## src/rtl/grid_arbiter_if.sv

```systemverilog
// Bus bundle shared by the requesters, the grid arbiter and the grid RAM.
// The arbiter uses the slave side; the requesters and RAM together form the master side.
interface grid_arbiter_if #(
    parameter int N_REQ = 4
);
    logic [N_REQ-1:0]    req;
    logic [N_REQ-1:0]    we;
    logic [N_REQ-1:0]    lock;
    logic [N_REQ*32-1:0] addr;
    logic [N_REQ*32-1:0] wdata;
    logic [N_REQ-1:0]    gnt;
    logic [N_REQ-1:0]    rvalid;
    logic [31:0]         rdata;
    logic                lock_err;
    logic                mem_read;
    logic                mem_write;
    logic [31:0]         mem_addr;
    logic [31:0]         mem_din;
    logic [31:0]         mem_dout;

    modport slave (
        input  req, we, lock, addr, wdata, mem_dout,
        output gnt, rvalid, rdata, lock_err, mem_read, mem_write, mem_addr, mem_din
    );

    modport master (
        output req, we, lock, addr, wdata, mem_dout,
        input  gnt, rvalid, rdata, lock_err, mem_read, mem_write, mem_addr, mem_din
    );
endinterface

```

## src/rtl/grid_arbiter.sv

```systemverilog
// Round-robin arbiter granting N_REQ requesters access to a shared grid RAM,
// with single-cycle writes, two-cycle reads and bounded lock tenures for read-modify-write.
module grid_arbiter #(
    parameter int                 N_REQ      = 4,
    parameter int                 DEPTH_LOG2 = 4,
    parameter int                 LOCK_MAX   = 64,
    parameter logic signed [31:0] OOB_VALUE  = -32'sd2
) (
    input  logic          clk,
    input  logic          reset,
    grid_arbiter_if.slave bus
);
    localparam int          PW    = (N_REQ > 1) ? $clog2(N_REQ) : 1;
    localparam int          TW    = $clog2(LOCK_MAX + 1);
    localparam logic [32:0] DEPTH = 33'd1 << DEPTH_LOG2;

    typedef enum logic [1:0] {IDLE, RD_WAIT, LOCKED} state_t;

    state_t           state_q, state_n;
    logic [PW-1:0]    ptr_q, ptr_n;
    logic [PW-1:0]    owner_q, owner_n;
    logic             hold_q, hold_n;
    logic             tenure_on_q, tenure_on_n;
    logic [TW-1:0]    tenure_q, tenure_n;
    logic             rd_oob_q, rd_oob_n;
    logic [N_REQ-1:0] gnt_q, gnt_n;
    logic [N_REQ-1:0] rvalid_q, rvalid_n;
    logic             mem_read_q, mem_read_n;
    logic             mem_write_q, mem_write_n;
    logic [31:0]      mem_addr_q, mem_addr_n;
    logic [31:0]      mem_din_q, mem_din_n;
    logic             lock_err_q, lock_err_n;

    logic [N_REQ-1:0] cand;
    logic [PW-1:0]    win;
    logic             found;
    logic             do_grant;
    logic             timeout;
    logic [31:0]      w_addr;
    logic [31:0]      w_data;
    logic             w_we;
    logic             w_lock;
    logic             w_oob;

    // While locked only the owner may compete; during a read wait nobody may.
    always_comb begin
        cand = '0;
        if (state_q == IDLE) begin
            cand = bus.req;
        end else if (state_q == LOCKED) begin
            cand[owner_q] = bus.req[owner_q];
        end
    end

    always_comb begin
        found = 1'b0;
        win   = ptr_q;
        for (int i = 1; i <= N_REQ; i++) begin
            if (!found && cand[PW'((int'(ptr_q) + i) % N_REQ)]) begin
                found = 1'b1;
                win   = PW'((int'(ptr_q) + i) % N_REQ);
            end
        end
    end

    assign w_addr  = bus.addr[32*int'(win) +: 32];
    assign w_data  = bus.wdata[32*int'(win) +: 32];
    assign w_we    = bus.we[win];
    assign w_lock  = bus.lock[win];
    assign w_oob   = ({1'b0, w_addr} >= DEPTH);
    assign timeout = tenure_on_q && (state_q != IDLE) && (tenure_q == TW'(LOCK_MAX - 1));

    always_comb begin
        state_n     = state_q;
        ptr_n       = ptr_q;
        owner_n     = owner_q;
        hold_n      = hold_q;
        tenure_on_n = tenure_on_q;
        tenure_n    = tenure_q;
        rd_oob_n    = rd_oob_q;
        gnt_n       = '0;
        rvalid_n    = '0;
        mem_read_n  = 1'b0;
        mem_write_n = 1'b0;
        mem_addr_n  = mem_addr_q;
        mem_din_n   = mem_din_q;
        lock_err_n  = lock_err_q;
        do_grant    = 1'b0;

        if (tenure_on_q && (state_q != IDLE)) begin
            tenure_n = tenure_q + TW'(1);
        end

        case (state_q)
            IDLE: begin
                do_grant = found;
            end
            RD_WAIT: begin
                rvalid_n[owner_q] = 1'b1;
                state_n = hold_q ? LOCKED : IDLE;
            end
            LOCKED: begin
                if (!timeout) begin
                    if (!bus.req[owner_q] && !bus.lock[owner_q]) begin
                        state_n = IDLE;
                    end else begin
                        do_grant = found;
                    end
                end
            end
            default: begin
                state_n = IDLE;
            end
        endcase

        // Out-of-range accesses are still granted but never strobe the RAM.
        if (do_grant) begin
            gnt_n[win]  = 1'b1;
            ptr_n       = win;
            owner_n     = win;
            hold_n      = w_lock;
            rd_oob_n    = w_oob;
            mem_addr_n  = w_addr;
            mem_din_n   = w_data;
            mem_read_n  = !w_we && !w_oob;
            mem_write_n = w_we && !w_oob;
            if (w_we) begin
                state_n = w_lock ? LOCKED : IDLE;
            end else begin
                state_n = RD_WAIT;
            end
            if (state_q == IDLE) begin
                tenure_on_n = w_lock;
                tenure_n    = '0;
            end
        end

        if (timeout) begin
            state_n    = IDLE;
            lock_err_n = 1'b1;
            ptr_n      = owner_q;
        end

        if (state_n == IDLE) begin
            tenure_on_n = 1'b0;
            tenure_n    = '0;
        end
    end

    always_ff @(posedge clk or posedge reset) begin
        if (reset) begin
            state_q     <= IDLE;
            ptr_q       <= PW'(N_REQ - 1);
            owner_q     <= '0;
            hold_q      <= 1'b0;
            tenure_on_q <= 1'b0;
            tenure_q    <= '0;
            rd_oob_q    <= 1'b0;
            gnt_q       <= '0;
            rvalid_q    <= '0;
            mem_read_q  <= 1'b0;
            mem_write_q <= 1'b0;
            mem_addr_q  <= '0;
            mem_din_q   <= '0;
            lock_err_q  <= 1'b0;
        end else begin
            state_q     <= state_n;
            ptr_q       <= ptr_n;
            owner_q     <= owner_n;
            hold_q      <= hold_n;
            tenure_on_q <= tenure_on_n;
            tenure_q    <= tenure_n;
            rd_oob_q    <= rd_oob_n;
            gnt_q       <= gnt_n;
            rvalid_q    <= rvalid_n;
            mem_read_q  <= mem_read_n;
            mem_write_q <= mem_write_n;
            mem_addr_q  <= mem_addr_n;
            mem_din_q   <= mem_din_n;
            lock_err_q  <= lock_err_n;
        end
    end

    assign bus.gnt       = gnt_q;
    assign bus.rvalid    = rvalid_q;
    assign bus.rdata     = (|rvalid_q) ? (rd_oob_q ? OOB_VALUE : bus.mem_dout) : '0;
    assign bus.lock_err  = lock_err_q;
    assign bus.mem_read  = mem_read_q;
    assign bus.mem_write = mem_write_q;
    assign bus.mem_addr  = mem_addr_q;
    assign bus.mem_din   = mem_din_q;
endmodule

```

## src/flat_wrapper.sv

```systemverilog
// flat-port wrapper written by rule: the top's interface ports become plain ports
module grid_arbiter_flat 
#(
    parameter int                 N_REQ      = 4,
    parameter int                 DEPTH_LOG2 = 4,
    parameter int                 LOCK_MAX   = 64,
    parameter logic signed [31:0] OOB_VALUE  = -32'sd2
)
  (clk, reset, bus_req, bus_we, bus_lock, bus_addr, bus_wdata, bus_mem_dout, bus_gnt, bus_rvalid, bus_rdata, bus_lock_err, bus_mem_read, bus_mem_write, bus_mem_addr, bus_mem_din);
  grid_arbiter_if #(.N_REQ(N_REQ)) bus_i ();
  input  logic clk;
  input  logic reset;
  input wire logic [$bits(bus_i.req)-1:0] bus_req;
  input wire logic [$bits(bus_i.we)-1:0] bus_we;
  input wire logic [$bits(bus_i.lock)-1:0] bus_lock;
  input wire logic [$bits(bus_i.addr)-1:0] bus_addr;
  input wire logic [$bits(bus_i.wdata)-1:0] bus_wdata;
  input wire logic [$bits(bus_i.mem_dout)-1:0] bus_mem_dout;
  output wire logic [$bits(bus_i.gnt)-1:0] bus_gnt;
  output wire logic [$bits(bus_i.rvalid)-1:0] bus_rvalid;
  output wire logic [$bits(bus_i.rdata)-1:0] bus_rdata;
  output wire logic [$bits(bus_i.lock_err)-1:0] bus_lock_err;
  output wire logic [$bits(bus_i.mem_read)-1:0] bus_mem_read;
  output wire logic [$bits(bus_i.mem_write)-1:0] bus_mem_write;
  output wire logic [$bits(bus_i.mem_addr)-1:0] bus_mem_addr;
  output wire logic [$bits(bus_i.mem_din)-1:0] bus_mem_din;
  assign bus_i.req = bus_req;
  assign bus_i.we = bus_we;
  assign bus_i.lock = bus_lock;
  assign bus_i.addr = bus_addr;
  assign bus_i.wdata = bus_wdata;
  assign bus_i.mem_dout = bus_mem_dout;
  assign bus_gnt = bus_i.gnt;
  assign bus_rvalid = bus_i.rvalid;
  assign bus_rdata = bus_i.rdata;
  assign bus_lock_err = bus_i.lock_err;
  assign bus_mem_read = bus_i.mem_read;
  assign bus_mem_write = bus_i.mem_write;
  assign bus_mem_addr = bus_i.mem_addr;
  assign bus_mem_din = bus_i.mem_din;
  grid_arbiter #(.N_REQ(N_REQ), .DEPTH_LOG2(DEPTH_LOG2), .LOCK_MAX(LOCK_MAX), .OOB_VALUE(OOB_VALUE)) u_core (.clk(clk), .reset(reset), .bus(bus_i));
endmodule
```

## config.mk

```make
export PLATFORM = sky130hd
export DESIGN_NAME = grid_arbiter_flat
export DESIGN_NICKNAME = d
export VERILOG_FILES = /design/src/rtl/grid_arbiter_if.sv /design/src/rtl/grid_arbiter.sv /design/src/flat_wrapper.sv
export SDC_FILE = /design/constraint.sdc
export NUM_CORES = 1
export LEC_CHECK = 0
export ABC_AREA = 1
export ABC_CLOCK_PERIOD_IN_PS = 3300
export CAP_MARGIN = 25
export CORE_AREA = 8 8 152 154
export DETAILED_ROUTE_END_ITERATION = 7
export DIE_AREA = 0 0 160 162
export PLACE_DENSITY = 0.71
export SLEW_MARGIN = 20
export SYNTH_ARGS = -nofsm -noshare
export SYNTH_HDL_FRONTEND = slang
export SYNTH_SLANG_ARGS = --single-unit
```

## constraint.sdc

```tcl
create_clock -name clk -period 3.3 [get_ports clk]
set_input_delay 0.66 -clock clk [delete_from_list [all_inputs] [get_ports clk]]
set_output_delay 0.66 -clock clk [all_outputs]
set_load 0.01 [all_outputs]
```

==> results.toml <==
[clock_tree]
cts_buffers = 9
clock_latency_ps = 350
post_cts_resized = 0
cts_setup_buffers = 0
cts_tree = "done"
hold_buffers = 0
cts.reportedPaths.clkPinSlew_ps = 70
cts-root-buf = "clkbuf_16"
cts.path.max_buffers = 2
h-tree-depth = 3
cts_num_sinks = 91

[yosys]
yosys.area.top_type = "dfrtp_1"
synth_edf_count = 0
ys_ff_latch = 91
synthFlopType = "dfrtp_1"
seq_area_frac_synth = 0.352
synth_cells = 1035
synthTopCellsByArea = "dfrtp_1, nand2_1, nor2_1"
synth_fp_nets = 1338
synth_cell_types = 38
synth_area_um2 = 6470
synth-async-reset-ratio = 1.00
yosysWarnings = 0
netlist.area_leader.share = 0.344
syn_avg_cell_area_um2 = 6.26

[final_layout]
fin_area_um2 = 11400
syn2layout_area_growth_pct = 75.8
utilization = 0.550
drive_above_1_share = 0.0675
fin_nets = 1734
layout_common_cells = "nand2_1, clkdlybuf4s50_1, nor2_1"
final_common_cell = "nand2_1"

[placement]
place_area_um2 = 11000
gp_congestion = 0.863
dp_hpwl_um = 25300
io_buffers = 408

[setup_path]
path_max_fanout = 15
cp_data_required_time_ps = 3570
reg2reg_depth = 21
crit_type = "register to register"
cp-end-kind = "register"
reg2reg_from = "u_core.owner_q[1]"
worstSetupStartpointType = "register"
worstSetupStartpoint = "u_core.owner_q[1]"
worstPathArrival_ps = 3280

[floorplan]
ios = 409
core-area_um2 = 20700
die_x_um = 160
row_count = 53
dieArea_um2 = 25900
die_y_um = 162
start_util = 0.313

[flow_run]
max_cap_violations = 0

[pwr]
swShare = 0.527
comb_power_share = 0.815
clkPwrFrac = 0.065
worst_ir_drop_vdd_v = 0.000975
intPower_w = 0.00819
p_leak_nw = 5.37
p_sw_w = 0.00912
seq_power_share = 0.119
cellPowerDensity_nw_per_um2 = 1520

[grt]
busiest_layer = "met2"
gr-total-overflow = 0
grt_use_total = 0.232
met1_usage = 0.265
grtUsageMet3 = 0.0668
grt_start_max_net_pins = 58
use_met2 = 0.402
antenna_found_initial = 3
grt_pass1_wl_um = 47300
grt_pass1_vias = 8353

[timing]
fin_hold_ws_ps = 479
period_share = 0.910
relSlewSlack = 0.294
max_freq_ghz = 0.333
worst_pin_slew_ps = 1060
setup_viol = 0
finalMaxSlewViolations = 0
rsz0062_at_grt = "no"
layout_min_cycle_time_ps = 3000
hold_viol = 0
finalClockSkew_ps = 7.46
setup_tns_ps = 0

[detailed_routing]
wirelength_um = 30700
vias = 8184
vias_per_cell = 4.77
drt_iter0_markers = 500
dr.pass1.iters = 5
ant_nets = 0
wl_per_cell_um = 17.9
drc = 0

[hold_path]
worstHoldStart = "u_core.bus.lock_err"
hold_path.class = "register to register"
holdPathStages = 1

[status]
outcome = "finished clean"
==> path summary, 6_finish.rpt <==
| kind | to | slack (ps) |
|---|---|---|
| min reg2reg | u_core.bus.lock_err | 480 |
| max reg2reg | u_core.bus.mem_read | 300 |
| min in group asynchronous | u_core.bus.mem_din[0] | 680 |
| min | u_core.bus.lock_err | 480 |
| max | u_core.bus.mem_read | 300 |
| max in group asynchronous | u_core.ptr_q[0] | 1910 |
==> kinds of logic after synthesis <==
family,synth area share
flops,0.352
xor+xnor,0.00657
buf+inv,0.0889
fa+ha+maj,0.00193
compound gates,0.0759
simple gates,0.475
==> per-layer routing <==
| metal | wire, um | up-vias | share of wire |
|---|---|---|---|
| met5 | 13 | - | 0.00042 |
| met4 | 966 | 2 | 0.031 |
| met3 | 2520 | 55 | 0.082 |
| met2 | 14900 | 345 | 0.48 |
| met1 | 12300 | 3712 | 0.40 |
| li1 | - | 4070 | - |
==> synthesized netlist by cell type (6+ instances only) <==
cell	count
a22oi_1	17
nor3_1	7
clkbuf_1	25
buf_2	22
nor2_1	123
nand3_1	68
buf_6	8
nand4_1	27
a41oi_1	6
inv_2	13
dfrtp_1	89
buf_4	6
o21ai_0	28
nand2_1	482
inv_1	49
a31oi_1	17
==> layout make-up <==
type                    instances  area, um2
multi-input cells             820       3640
inverters                      62        235
repair buffers                447       4550
fillers                      1989       9310
well taps                     275        344
flip-flops and latches         91       2280
diodes                          3       7.51
clock buffers                  13        280
clock inverters                 3       43.8
==> per-stage QoR <==
step / total power (W) / cells / worst slack, ps
floorplan: 0.0106 / 1035 / 280
global placement: 0.0161 / 1695 / 90.3
detailed placement: 0.0162 / 1695 / 16.7
CTS: 0.0174 / 1711 / 307
global route: 0.0190 / 1713 / 26.9
finish: 0.0173 / 1714 / 296
==> state kept, by name, indices dropped and copies added (netlist names) <==
name                  flops
u_core.rd_oob_q           1
u_core.state_q            2
u_core.bus.rvalid         4
u_core.tenure_on_q        1
u_core.bus.lock_err       1
u_core.bus.gnt            4
u_core.bus.mem_din       32
u_core.bus.mem_addr      32
u_core.owner_q            2
u_core.ptr_q              2
u_core.hold_q             1
u_core.tenure_q           7
u_core.bus.mem_read       1
u_core.bus.mem_write      1
==> power by group through the flow <==
stage | logic (W) | registers (W) | clock network (W)
2_1_floorplan | 0.00844 | 0.00218 | 0
3_3_place_gp | 0.0140 | 0.00205 | 0
3_5_place_dp | 0.0141 | 0.00207 | 0
4_1_cts | 0.0142 | 0.00206 | 0.00115
5_1_grt | 0.0157 | 0.00213 | 0.00119
6_report | 0.0141 | 0.00206 | 0.00113
==> critical path, cell delays in order (launching register included) <==
cell and delay (ps):
dfrtp_1 540, inv_1 180, nor2_1 210, nand3_1 100, nand3_1 140, nand3_1 110, nand2_2 140, nand3_2 110
nand2_2 120, nand2_4 130, buf_4 220, nand2_1 70, nand2_1 80, nand2_1 70, nand2_1 90, inv_2 70
nand2_1 50, nor2_1 150, nand2_1 70, nor2_1 80, nand2_1 90, nor2_1 110
No activity file was read; power rests on OpenSTA's default activity.
